$ cat src/rtl/mult_seq_pkg.sv
// ============================================================================
// Module   : mult_seq_pkg
// Purpose  : Shared state encoding and default width for mult_seq.
// Revision : 1.0  initial release
// ============================================================================
`default_nettype none

package mult_seq_pkg;

    localparam int MULT_SEQ_WIDTH = 4;

    typedef enum logic [1:0] {
        IDLE = 2'b00,
        CALC = 2'b01,
        DONE = 2'b10
    } state_t;

endpackage

`default_nettype wire

$ cat src/rtl/mult_seq_dp.sv
// ============================================================================
// Module   : mult_seq_dp
// Purpose  : Shift-and-add datapath (multiplicand, multiplier, accumulator,
//            step counter). Honours MULT_SEQ_EARLY_EXIT_EN for the last flag.
// Revision : 1.0  initial release
// ============================================================================
`default_nettype none

module mult_seq_dp
    import mult_seq_pkg::*;
#(
    parameter int WIDTH = MULT_SEQ_WIDTH
) (
    input  logic                 clk,
    input  logic                 rst,
    input  logic                 i_load,
    input  logic                 i_step,
    input  logic [WIDTH-1:0]     i_a,
    input  logic [WIDTH-1:0]     i_b,
    output logic                 o_last,
    output logic [2*WIDTH-1:0]   o_acc_next
);

    localparam int CNT_W = $clog2(WIDTH);
    localparam logic [CNT_W-1:0] c_CNT_LAST = CNT_W'(WIDTH - 1);

    logic [2*WIDTH-1:0] r_mcand;
    logic [WIDTH-1:0]   r_mq;
    logic [2*WIDTH-1:0] r_acc;
    logic [CNT_W-1:0]   r_cnt;

    logic [WIDTH-1:0]   w_mq_shift;
    logic [2*WIDTH-1:0] w_acc_next;

    assign w_mq_shift = r_mq >> 1;
    // Product fits in 2*WIDTH bits, so the modulo add never wraps.
    assign w_acc_next = r_mq[0] ? (r_acc + r_mcand) : r_acc;
    assign o_acc_next = w_acc_next;

`ifdef MULT_SEQ_EARLY_EXIT_EN
    assign o_last = (r_cnt == c_CNT_LAST) || (w_mq_shift == '0);
`else
    assign o_last = (r_cnt == c_CNT_LAST);
`endif

    always_ff @(posedge clk or posedge rst) begin
        if (rst) begin
            r_mcand <= '0;
            r_mq    <= '0;
            r_acc   <= '0;
            r_cnt   <= '0;
        end else if (i_load) begin
            r_mcand <= {{WIDTH{1'b0}}, i_a};
            r_mq    <= i_b;
            r_acc   <= '0;
            r_cnt   <= '0;
        end else if (i_step) begin
            r_acc   <= w_acc_next;
            r_mcand <= r_mcand << 1;
            r_mq    <= w_mq_shift;
            r_cnt   <= r_cnt + CNT_W'(1);
        end
    end

endmodule

`default_nettype wire

$ cat src/rtl/mult_seq.sv
// ============================================================================
// Module   : mult_seq
// Purpose  : Sequential unsigned multiplier with start/busy/done handshake.
//            Optional macro MULT_SEQ_EARLY_EXIT_EN ends CALC once mq is empty.
// Revision : 1.0  initial release
// ============================================================================
`default_nettype none

module mult_seq
    import mult_seq_pkg::*;
#(
    parameter int WIDTH = MULT_SEQ_WIDTH
) (
    input  logic                 clk,
    input  logic                 rst,
    input  logic                 start,
    input  logic [WIDTH-1:0]     a,
    input  logic [WIDTH-1:0]     b,
    output logic                 busy,
    output logic                 done,
    output logic [2*WIDTH-1:0]   p
);

    state_t             r_state;
    state_t             w_next;
    logic               w_load;
    logic               w_step;
    logic               w_last;
    logic [2*WIDTH-1:0] w_acc_next;
    logic               r_busy;
    logic               r_done;
    logic [2*WIDTH-1:0] r_p;

    mult_seq_dp #(
        .WIDTH      (WIDTH)
    ) u_dp (
        .clk        (clk),
        .rst        (rst),
        .i_load     (w_load),
        .i_step     (w_step),
        .i_a        (a),
        .i_b        (b),
        .o_last     (w_last),
        .o_acc_next (w_acc_next)
    );

    always_comb begin
        w_next = r_state;
        w_load = 1'b0;
        w_step = 1'b0;
        case (r_state)
            IDLE: begin
                if (start) begin
                    w_load = 1'b1;
                    w_next = CALC;
                end
            end
            CALC: begin
                w_step = 1'b1;
                if (w_last) begin
                    w_next = DONE;
                end
            end
            DONE:    w_next = IDLE;
            default: w_next = IDLE;
        endcase
    end

    // busy/done are decoded from the next state so they leave flops directly.
    always_ff @(posedge clk or posedge rst) begin
        if (rst) begin
            r_state <= IDLE;
            r_busy  <= 1'b0;
            r_done  <= 1'b0;
            r_p     <= '0;
        end else begin
            r_state <= w_next;
            r_busy  <= (w_next == CALC);
            r_done  <= (w_next == DONE);
            if ((r_state == CALC) && w_last) begin
                r_p <= w_acc_next;
            end
        end
    end

    assign busy = r_busy;
    assign done = r_done;
    assign p    = r_p;

endmodule

`default_nettype wire

$ cat config.mk
export PLATFORM = sky130hd
export DESIGN_NAME = mult_seq
export DESIGN_NICKNAME = d
export VERILOG_FILES = /design/src/rtl/mult_seq_pkg.sv /design/src/rtl/mult_seq_dp.sv /design/src/rtl/mult_seq.sv
export SDC_FILE = /design/constraint.sdc
export NUM_CORES = 1
export LEC_CHECK = 0
export CAP_MARGIN = 20
export CORE_MARGIN = 2
export CORE_UTILIZATION = 54
export DETAILED_ROUTE_END_ITERATION = 10
export PLACE_DENSITY = 0.76
export REMOVE_ABC_BUFFERS = 1
export SLEW_MARGIN = 20
export SYNTH_ARGS = -nofsm -noshare
export SYNTH_HDL_FRONTEND = slang
export SYNTH_SLANG_ARGS = --single-unit
$ cat constraint.sdc
create_clock -name clk -period 2.4 [get_ports clk]
set_input_delay 0.24 -clock clk [delete_from_list [all_inputs] [get_ports clk]]
set_output_delay 0.24 -clock clk [all_outputs]
set_load 0.005 [all_outputs]
# Word-level counts from Yosys, hierarchy flattened
# Cells that the tools add are included.
[op_classes]
add_sub_neg = 2
n_reduce_logical = 3
n_mux = 15
n_eq_ne = 4
[op_table]
columns = ["operator", "count"]
rows = [
  ["$mux 8", 5],
  ["$add 8x8->8", 1],
  ["$mux 2", 4],
  ["$mux 4", 2],
  ["$eq 2x1->1 const B", 2],
  ["$eq 2x2->1 const B", 2],
  ["$pmux 2 s2", 1],
  ["$mux 1", 3],
  ["$add 2x1->2 const B", 1],
  ["$logic_not 2->1", 1],
  ["$reduce_bool 2->1", 1],
  ["$logic_and 1x1->1", 1],
]
[totals]
in_bits = 11
out_inout_bits = 10
word_cells = 32
ff_bits = 34

# Longest topological paths before layout
# Gate-level depths: netlist of run 1.
[depth]
word_depth = 4
ltp_mapped = 7
mapped_depth_nobuf = 7

# By module
# From an unflattened synthesis of run 1, not the netlist that was laid out.
[unflattened]
cells_unflattened = 175
hier_area_um2 = 1876.8
[modules_own_cells]
columns = ["mod", "cells_each", "n_inst", "area_each_um2", "seq_area_each_um2"]
rows = [
  ["mult_seq_dp", 145, 1, 1387.6, 550.5],
  ["mult_seq", 30, 1, 489.2, 300.3],
]

# Worst setup path before layout of run 1
# OpenSTA, ideal clock, no wires.
[synth_timing]
kind = "flip-flop to flip-flop"
from = "register u_dp.r_acc[0]"
to = "register r_p[6], in the netlist p[6]"
arrival_time_ns = 1.751
period_less_slack_ns = 1.871
slack_ns = 0.529
path_buffers = 0
required_time_ns = 2.280
path_stages_with_launch = 7
setup_ns = 0.120
cell_sequence = "dfrtp_1 > ha_1 > fa_1 > a21o_2 > a41oi_1 > xnor2_1 > a31o_2"
[synth_via]
elab_chain_len = 2
[synth_rtl]
columns = ["element", "line", "rtl"]
rows = [
  ["start, declared", "mult_seq_dp.sv:29", "logic [2*WIDTH-1:0] r_acc;"],
  ["start signal, assigned", "mult_seq_dp.sv:58", "r_acc <= w_acc_next;"],
  ["$add 8x8->8", "mult_seq_dp.sv:37", "assign w_acc_next = r_mq[0] ? (r_acc + r_mcand) : r_acc;"],
  ["$mux 8", "mult_seq_dp.sv:37", ""],
  ["end signal, assigned", "mult_seq.sv:81", "r_p <= w_acc_next;"],
  ["end, declared", "mult_seq.sv:32", "logic [2*WIDTH-1:0] r_p;"],
]
# Every way passes these cells.
# A chain may end at the register's enable or synchronous reset.

# Worst setup path after layout of run 1
# Same ends and word-level chain as after synthesis.

==> results of run 1 <==
## worst paths after layout
check	from	endpoint	slack, ps
min	rst	p[0]	280
max	u_dp.r_acc[0]	p[6]	390
max in group asynchronous	rst	u_dp.r_acc[6]	1820
max reg2reg	u_dp.r_acc[0]	p[6]	390
min in group clk	p[1]	p[1]	490
min reg2reg	p[1]	p[1]	490
## where the power goes
part           switching, W  leakage (nW)  total, W  internal [W]
logic              0.000535         0.436   0.00105      0.000517
clock network      0.000175        0.0254  0.000285      0.000110
registers          0.000190         0.448  0.000980      0.000790
## per-layer routing
metal,vias up,GRT usage
li1,618,-
met5,-,0
met3,9,0.04762
met4,0,0.1016
met1,635,0.2573
met2,29,0.3525
## registers in the layout, summed over array words and instances (netlist names)
signal / cells
u_dp.r_cnt: 2
r_state: 2
u_dp.r_acc: 8
busy: 1
done: 1
u_dp.r_mq: 4
u_dp.r_mcand: 8
p: 8
## per-stage QoR
stage,util,power (W),std cells
2_1_floorplan,-,0.001654,152
3_3_place_gp,0.6388,0.001992,209
3_5_place_dp,0.6388,0.002036,209
4_1_cts,0.6538,0.002328,216
5_1_grt,0.6538,0.002512,216
6_report,0.6538,0.002317,216
## cells by family (layout without fill, tap and decap cells)
family | count (synthesis) | in the layout | synth area share
AOI/OAI and AO/OA | 57 | 57 | 0.2288
and+or+nand+nor | 35 | 35 | 0.1010
DFF | 34 | 34 | 0.5052
buffers and inverters | 14 | 38 | 0.03788
adders and majority gates | 9 | 9 | 0.07133
xor gates and xnor gates | 5 | 5 | 0.02600
muxes | 5 | 5 | 0.02972
## Yosys cell counts (all sizes together)
cell type  instances
dfrtp             34
nand2             21
o21ai             21
a22o              11
a21oi              8
ha                 8
inv                7
clkbuf             5
mux2i              5
xnor2              5
a21o               3
a22oi              3
and3b              3
nor2               3
a31oi              2
a32o               2
buf                2
nor2b              2
o21bai             2
a211o              1
a211oi             1
a31o               1
a41oi              1
and2               1
and2b              1
fa                 1
nand2b             1
nand3              1
nor3               1
o211ai             1
or3                1
## critical path: stages, from the launching register on
cell and delay [ps]:
dfrtp_1 410, ha_1 250, fa_1 420, a21o_2 220, a41oi_1 250, xnor2_1 120, a31o_2 240
## final cells by class
class / count / area (µm²) / area share
sequential: 34 / 850.8 / 0.4334
multi-input combinational: 111 / 769.5 / 0.3920
timing repair buffer: 24 / 230.2 / 0.1173
clock buffer: 7 / 45.04 / 0.02294
tap: 33 / 41.29 / 0.02103
inverter: 7 / 26.28 / 0.01338
==> results.py, run 1 <==
metrics = {
    "final_layout": {
        "final_common_cell": "dfrtp_1",
        "fillerInstances": 269,
        "final_cell_mix": "dfrtp_1 (34), nand2_1 (21), o21ai_0 (20), clkdlybuf4s50_1 (20), a22o_1 (11)",
        "fin_nets": 203,
        "diodes": 0,
        "area_delta_synth_final_pct": 16.57,
        "final_area_mm2": 0.001963,
        "drive_above_1_share": 0.07650,
    },
    "grt": {
        "grt_overflow": 0,
        "grt_pass1_wl_um": 5616,
        "grt_pass1_vias": 1274,
        "grt_max_degree": 35,
        "grtUsageTotal": 0.2115,
        "antenna_found_initial": 0,
    },
    "cts": {
        "cts_hold_buf": 0,
        "cts.sinks": 34,
        "htreeDepth": 2,
        "path_clk_slew_ps": 100,
        "root_buffer": "clkbuf_4",
        "post_cts_buffers": 0,
        "clock_latency_ps": 330,
        "cts_buffer_depth": 2,
        "numCtsBuffers": 5,
        "cts_tree": "yes",
        "cts_resized": 0,
    },
    "drt": {
        "vias": 1291,
        "ant_nets": 0,
        "drt_first_pass_iters": 4,
        "vias_per_cell": 5.977,
        "m1WireLength_um": 1450,
        "drcViolationCount": 0,
        "drt-total-wl_um": 3176,
        "drt_iter0_drc": 49,
        "wl_per_cell_um": 14.70,
        "met3_length_um": 122,
        "top_layer": "met4",
        "wl_met2_um": 1544,
    },
    "die": {
        "core_region_area_mm2": 0.003003,
        "rows": 20,
        "start_util": 0.5608,
        "die_h_um": 59.85,
        "die_w_um": 59.85,
        "io_pins": 21,
        "die_area_mm2": 0.003581,
    },
    "sta": {
        "fmax_ghz": 0.4980,
        "finalHoldViolCount": 0,
        "setup-violations-final": 0,
        "setup_tns_ps": 0,
        "drv_slew": 0,
        "setup_ws_ps": 391.9,
        "rsz0062_at_grt": "no",
        "post-route-period-util": 0.8367,
        "slew_headroom": 0.5967,
        "worstMarginPinSlew_ps": 603.8,
        "period_minus_slack_ps": 2008,
        "timing.hold.ws_ps": 282.0,
        "clock_skew_ps": 6.090,
    },
    "synthesis": {
        "yosys_warnings": 0,
        "mappedNetlistArea_mm2": 0.001684,
        "synth.area.top_cells": "dfrtp_1 (51%), ha_1 (5.9%), o21ai_0 (5.9%)",
        "synth_top_area_cell": "dfrtp_1",
        "yosysTopAreaCellShare": 0.5052,
        "synthCells": 159,
        "synthDistinctLibCells": 36,
        "yosysSeqAreaShare": 0.5052,
        "avgSynthCellArea_um2": 10.59,
        "ys_ff_latch": 34,
    },
    "power_and_ir_drop": {
        "power_leakage_nw": 0.9101,
        "ir_worst_vdd_mv": 0.5625,
        "powerDensity_mw_per_mm2": 1180,
    },
    "place": {
        "placed_cell_area_mm2": 0.001918,
        "port_buffers": 20,
        "hpwl_um": 2344,
        "dp_slack_ps": 413.9,
        "gp_congestion": 0.8097,
    },
    "worst_hold_path": {
        "hp-class": "in -> async",
    },
    "setup_path": {
        "startpoint_type": "register",
        "cp_data_required_time_ps": 2630,
        "r2r_cells": 6,
        "crit_path_end_kind": "register",
        "critPathMaxFanout": 3,
        "crit_type": "reg -> reg",
        "worstPathArrival_ps": 2230,
    },
    "status": {
        "status": "finished clean",
    },
    "run": {
        "maxCapViolCount": 0,
    },
}
(Power assumes the default switching activity.)
==> inputs of run 2 (changes only) <==
Clock period 2.4 ns to 2 ns, I/O delays scaled along.
==> results.py, run 2 (synthesized netlist as in run 1, its figures left out) <==
metrics = {
    "cts": {
        "cts.sinks": 34,
        "numCtsBuffers": 5,
        "htreeDepth": 2,
        "root_buffer": "clkbuf_4",
        "cts_buffer_depth": 2,
        "cts_tree": "yes",
        "path_clk_slew_ps": 100,
        "clock_latency_ps": 340,
    },
    "sta": {
        "setup-violations-final": 0,
        "fmax_ghz": 0.5140,
        "finalHoldViolCount": 0,
        "drv_slew": 0,
        "clock_skew_ps": 12.31,
        "setup_ws_ps": 54.55,
        "post-route-period-util": 0.9727,
        "period_minus_slack_ps": 1945,
        "worstMarginPinSlew_ps": 594.8,
        "slew_headroom": 0.6027,
    },
    "die": {
        "rows": 20,
        "start_util": 0.5608,
        "die_area_mm2": 0.003581,
        "core_region_area_mm2": 0.003003,
        "io_pins": 21,
        "die_w_um": 59.85,
        "die_h_um": 59.85,
    },
    "final_layout": {
        "final_cells": 220,
        "area_delta_synth_final_pct": 21.92,
        "drive_above_1_share": 0.1390,
        "fin_nets": 207,
        "diodes": 0,
        "final_common_cell": "dfrtp_1",
        "final_cell_mix": "dfrtp_1 (33), nand2_1 (21), clkdlybuf4s50_1 (20)",
        "fillerInstances": 257,
    },
    "place": {
        "hpwl_um": 2409,
        "port_buffers": 20,
        "dp.cells": 211,
        "gp_congestion": 0.8297,
        "dp_slack_ps": 46.48,
    },
    "setup_path": {
        "critPathMaxFanout": 3,
        "startpoint_type": "register",
        "crit_path_end_kind": "register",
        "r2r-start": "u_dp.r_acc[1]",
        "path_buf_inv": 1,
        "cpPeakStageDelay_ps": 450,
        "worstPathArrival_ps": 2200,
        "cp_slowest_cell": "dfrtp_2",
        "cp_cell_sequence": "buf_4, fa_1, a21o_2, a21oi_2, xnor2_1, mux2i_1, o21ai_0",
        "cp_top_family": "compound AO/OA/AOI/OAI gates",
        "crit_type": "reg -> reg",
        "cp_data_required_time_ps": 2260,
        "cp-startpoint": "u_dp.r_acc[1]",
    },
    "drt": {
        "drt_first_pass_iters": 4,
        "vias_per_cell": 5.741,
        "ant_nets": 0,
        "drt-total-wl_um": 3333,
        "drcViolationCount": 0,
        "drt_iter0_drc": 40,
        "vias": 1263,
        "wl_per_cell_um": 15.15,
    },
    "power_and_ir_drop": {
        "totalPowerFinal_w": 0.002926,
        "ir_worst_vdd_mv": 0.6126,
        "powerDensity_mw_per_mm2": 1425,
        "power_leakage_nw": 0.9295,
    },
    "worst_hold_path": {
        "hp-class": "in -> async",
    },
    "status": {
        "status": "finished clean",
    },
    "grt": {
        "grtUsageTotal": 0.2180,
        "grt_pass1_wl_um": 5692,
        "grt_max_degree": 35,
        "grt_overflow": 0,
        "antenna_found_initial": 0,
        "grt_pass1_vias": 1257,
    },
    "run": {
        "maxCapViolCount": 0,
    },
}
run 2: metrics by stage:
stage	hold WS [ps]	setup TNS (ps)	util	instance area, µm²
floorplan	341.6	0	-	1647
finish	237.0	0	0.6838	2053
detailed placement	472.9	0	0.6438	1933
CTS	250.8	0	0.6588	1978
global route	317.8	-19.78	0.6838	2053
global placement	462.0	0	0.6438	1933
run 2: cell type report:
| class | count | area, µm² | share of cell area |
|---|---|---|---|
| Inverter | 7 | 26.28 | 0.01280 |
| Multi-Input combinational cell | 111 | 828.3 | 0.4034 |
| Tap cell | 33 | 41.29 | 0.02011 |
| Clock buffer | 7 | 45.04 | 0.02194 |
| Sequential cell | 34 | 852.1 | 0.4150 |
| Timing Repair Buffer | 28 | 260.3 | 0.1268 |
run 2: what timing repair did:
| item | 4_1_cts | 5_1_grt |
|---|---|---|
| hold buffers | 0 | 0 |
| resized for setup | 0 | 9 |
| endpoints found under the hold margin | 0 | 0 |
| setup buffers | 0 | 2 |
| setup endpoints to repair | 0 | 5 |
run 2: report_power, final:
part	switching, W	total, W	internal, W
clock	0.000215	0.000347	0.000132
sequential	0.000267	0.00122	0.000949
combinational	0.000653	0.00136	0.000709
run 2: routing by layer:
layer | global-route usage | routed length, µm
met5 | 0 | 0
met4 | 0.06667 | 42
met3 | 0.06494 | 116
met2 | 0.3525 | 1625
met1 | 0.2813 | 1548
run 2: final timing paths:
| path | end | slack (ps) | depth (start not counted) |
|---|---|---|---|
| worst max-delay path | p[4] | 50 | 7 |
| worst min-delay path | p[0] | 240 | 3 |
| worst max register to register | p[4] | 50 | 7 |
| worst min register to register | p[4] | 490 | 2 |
| max in group asynchronous | u_dp.r_acc[1] | 1460 | 3 |
| min in group clk | p[4] | 490 | 2 |
run 2: worst register-to-register path, stage by stage, from the launching register on:
cell	delay (ps)
dfrtp_2	450
buf_4	150
fa_1	450
a21o_2	240
a21oi_2	170
xnor2_1	160
mux2i_1	100
o21ai_0	140
==> inputs of run 3 (changes only) <==
Settings changed: CTS_CLUSTER_SIZE set to 28.
==> results of run 3 <==
Same layout as run 2: the final DEF is identical, and so are final timing and power.
==> variant 1 (flow settings as in run 1) <==
The output `done` loses its register stage (`r_done` becomes a continuous assignment).
--- a/src/rtl/mult_seq.sv
+++ b/src/rtl/mult_seq.sv
@@ -73,3 +73,2 @@
             r_busy  <= 1'b0;
-            r_done  <= 1'b0;
             r_p     <= '0;
@@ -78,3 +77,2 @@
             r_busy  <= (w_next == CALC);
-            r_done  <= (w_next == DONE);
             if ((r_state == CALC) && w_last) begin
@@ -84,2 +82,4 @@
     end
+
+    assign r_done = (w_next == DONE);
 
Check against the original RTL: not equivalent (a bounded check fails within 10 cycles, from zero or initial values and one cycle with rst high).
==> variant 1 against run 1 <==
- first-iteration DRC count fell by 51%
- clock skew barely moved
- register-to-register slack got worse by 0.04 ns
- largest cell class unchanged
- routed wire length rose by 4.6%
- sequential cell count fell by 1
- setup slack got worse by 0.058 ns
- power rose by 5.6%
- final area rose by 0.77%
- synthesized area fell by 1.5%
==> variant 1: results <==
[outcome]
status = finished clean

[synth]
yosys-top-cells-count = 33 x dfrtp_1, 21 x nand2_1, 20 x o21ai_0
synthTopCellsByArea = dfrtp_1 50%, ha_1 6.0%, o21ai_0 6.0%, a22o_1 5.8%, nand2_1 4.8%
netlist_instances = 158
ys_seq_area_share_pct = 49.8

[critical_path]
path_max_fanout = 14
arrival_ns = 1.83
critPathLaunch = r_state[0]
cpMaxStageDelayCell = dfrtp_1
path_delay_family = flip-flops
critPathCapture = done
cp_slowest_stage_delay_ns = 0.59

[power_and_ir_drop]
peakVddDrop_mv = 0.702
p_leak_nw = 0.916

[sta]
slew_headroom_pct = 61.1
whs_ns = 0.289
post-route-period-util_pct = 86.1
fin_skew_ns = 0.00576

[global_routing]
grt_max_degree = 34
grt_pass1_wl_mm = 5.69
grt_usage_pct = 22.0

[detailed_routing]
drt-initial-drc-count = 24
vias = 1295
drt-total-wl_mm = 3.32

[place]
placed_area_um2 = 1890
dp_worst_setup_slack_ns = 0.393
place_inst = 208
place.gp.congestion = 0.901
hpwl_mm = 2.45

[layout]
drive_above_1_share_pct = 8.74
fill_cells = 244
final_common_cell = dfrtp_1
fin_nets = 202

[clocking]
cts_resized = 0
cts_buffer_depth = 2
cts-buffers-inserted = 5
-- variant 1: final cells by class --
class                   instances  area share, %
clock buffers                   7           2.78
clock inverters                 1           1.52
inverters                       7           1.33
multi-input cells             111           38.9
flip-flops and latches         33           41.7
well taps                      33           2.09
repair buffers                 24           11.6
-- variant 1: kinds of logic after synthesis --
group	after synthesis	share of synthesized area (%)
compound gates	57	23.2
simple gates	35	10.3
flops	33	49.8
buf+inv	14	3.85
fa+ha+maj	9	7.24
xor+xnor	5	2.64
mux	5	3.02
-- variant 1: power by group --
part / switching [mW] / internal [mW]
sequential: 0.222 / 0.768
combinational: 0.511 / 0.513
clock: 0.186 / 0.249
-- variant 1: layer usage --
metal  track usage (%)  wire (um)  up-vias
li1                  -          -      618
met1              26.8       1500      635
met2              36.3       1630       31
met3              5.46        120       11
met4              10.4         78        0
met5                 0          0        -
==> variant 2 (settings of run 1) <==
Without the edit above. The option `MULT_SEQ_EARLY_EXIT_EN` is turned on by a define.
--- a/src/rtl/mult_seq_dp.sv
+++ b/src/rtl/mult_seq_dp.sv
@@ -7,2 +7,4 @@
 `default_nettype none
+
+`define MULT_SEQ_EARLY_EXIT_EN
 
Check against the original RTL: not equivalent (Yosys sat finds a counterexample within 4 cycles, from zero or initial values and one cycle with rst high).
==> variant 2 against run 1 <==
- sequential cell count unchanged
- setup slack got worse by 0.083 ns
- critical path type unchanged
- final area rose by 5.0%
- core utilization up 2.1 points
- critical endpoint unchanged
- sequential power is 7% higher
- routed wire length increased by 12%
- die area rose by 3.2%
- synthesized area rose by 3.4%
- first-iteration DRC count rose by 2.0%
- power increased by 6.4%
==> variant 2: results <==
[sta]
slew_headroom_pct = 56.0
fin_skew_ns = 0.00977

[synth]
yosys-top-cells-count = 34 x dfrtp_1, 21 x o21ai_0, 19 x nand2_1
synth_compound_area_share_pct = 23.1
ys_async_sr_fraction_pct = 100
synthTopCellsByArea = dfrtp_1 49%, o21ai_0 6.0%, ha_1 5.7%, a22o_1 4.5%, nand2_1 4.1%
synth_mux_area_share_pct = 2.87
synthAdderAreaFrac_pct = 6.90
synth.distinct_cells = 32
synth_warnings = 0
netlist_instances = 174
synth_xor_area_share_pct = 2.01
ys_seq_area_share_pct = 48.9

[power_and_ir_drop]
pwr-share-comb_pct = 43.9
intPower_mw = 1.48
peakVddDrop_mv = 0.645
p_leak_nw = 0.961
p_seq_share_pct = 42.6

[layout]
fill_cells = 273
n_clock_buffer = 7
finalNonFillerCells = 243
multi_input_gates = 129
multiInputGateArea_um2 = 850
area_share_nonclk_buffers_pct = 11.2
final-clk-cell-share_pct = 2.91
drive_above_1_share_pct = 6.53
fin_util_pct = 67.5
inverters = 4
fin_nets = 218
seq_share_pct = 41.3
area_delta_synth_final_pct = 18.3

[global_routing]
grt_usage_pct = 22.6
grt_pass1_wl_mm = 6.18
grt_pass1_vias = 1376

[detailed_routing]
drt-initial-drc-count = 50
via_per_inst = 5.79
drt-total-wl_mm = 3.57

[outcome]
status = finished clean

[floorplanning]
dieArea_um2 = 3700

[place]
dp_worst_setup_slack_ns = 0.361
hpwl_mm = 2.55
place_inst = 235
placed_area_um2 = 2000
place.gp.congestion = 0.841

[critical_path]
arrival_ns = 2.32
path_max_fanout = 4

[clocking]
clock_latency_ns = 0.33
[variant 2: worst max-delay path: stages, from the launching register on]
cell and delay (ns):
dfrtp_1 0.42, ha_1 0.22, fa_1 0.43, a211oi_1 0.24
o21bai_1 0.11, a21oi_1 0.27, mux2i_1 0.22, nand2_1 0.07
[variant 2: final timing paths]
| path | from | to | depth (start not counted) | slack, ns |
|---|---|---|---|---|
| worst max-delay path | u_dp.r_mcand[0] | p[6] | 7 | 0.31 |
| worst min-delay path | rst | p[0] | 3 | 0.30 |
| worst max register to register | u_dp.r_mcand[0] | p[6] | 7 | 0.31 |
| worst min register to register | p[4] | p[4] | 2 | 0.49 |
| max in group asynchronous | rst | u_dp.r_mq[3] | 3 | 1.79 |
| min in group clk | p[4] | p[4] | 2 | 0.49 |
[variant 2: routing by layer]
metal  vias up  wire length [um]  track usage [%]
li1        676                 -                -
met1       702              1700             28.0
met2        26              1710             40.1
met3         4               117             3.84
met4         0                39             7.45
met5         -                 0                0
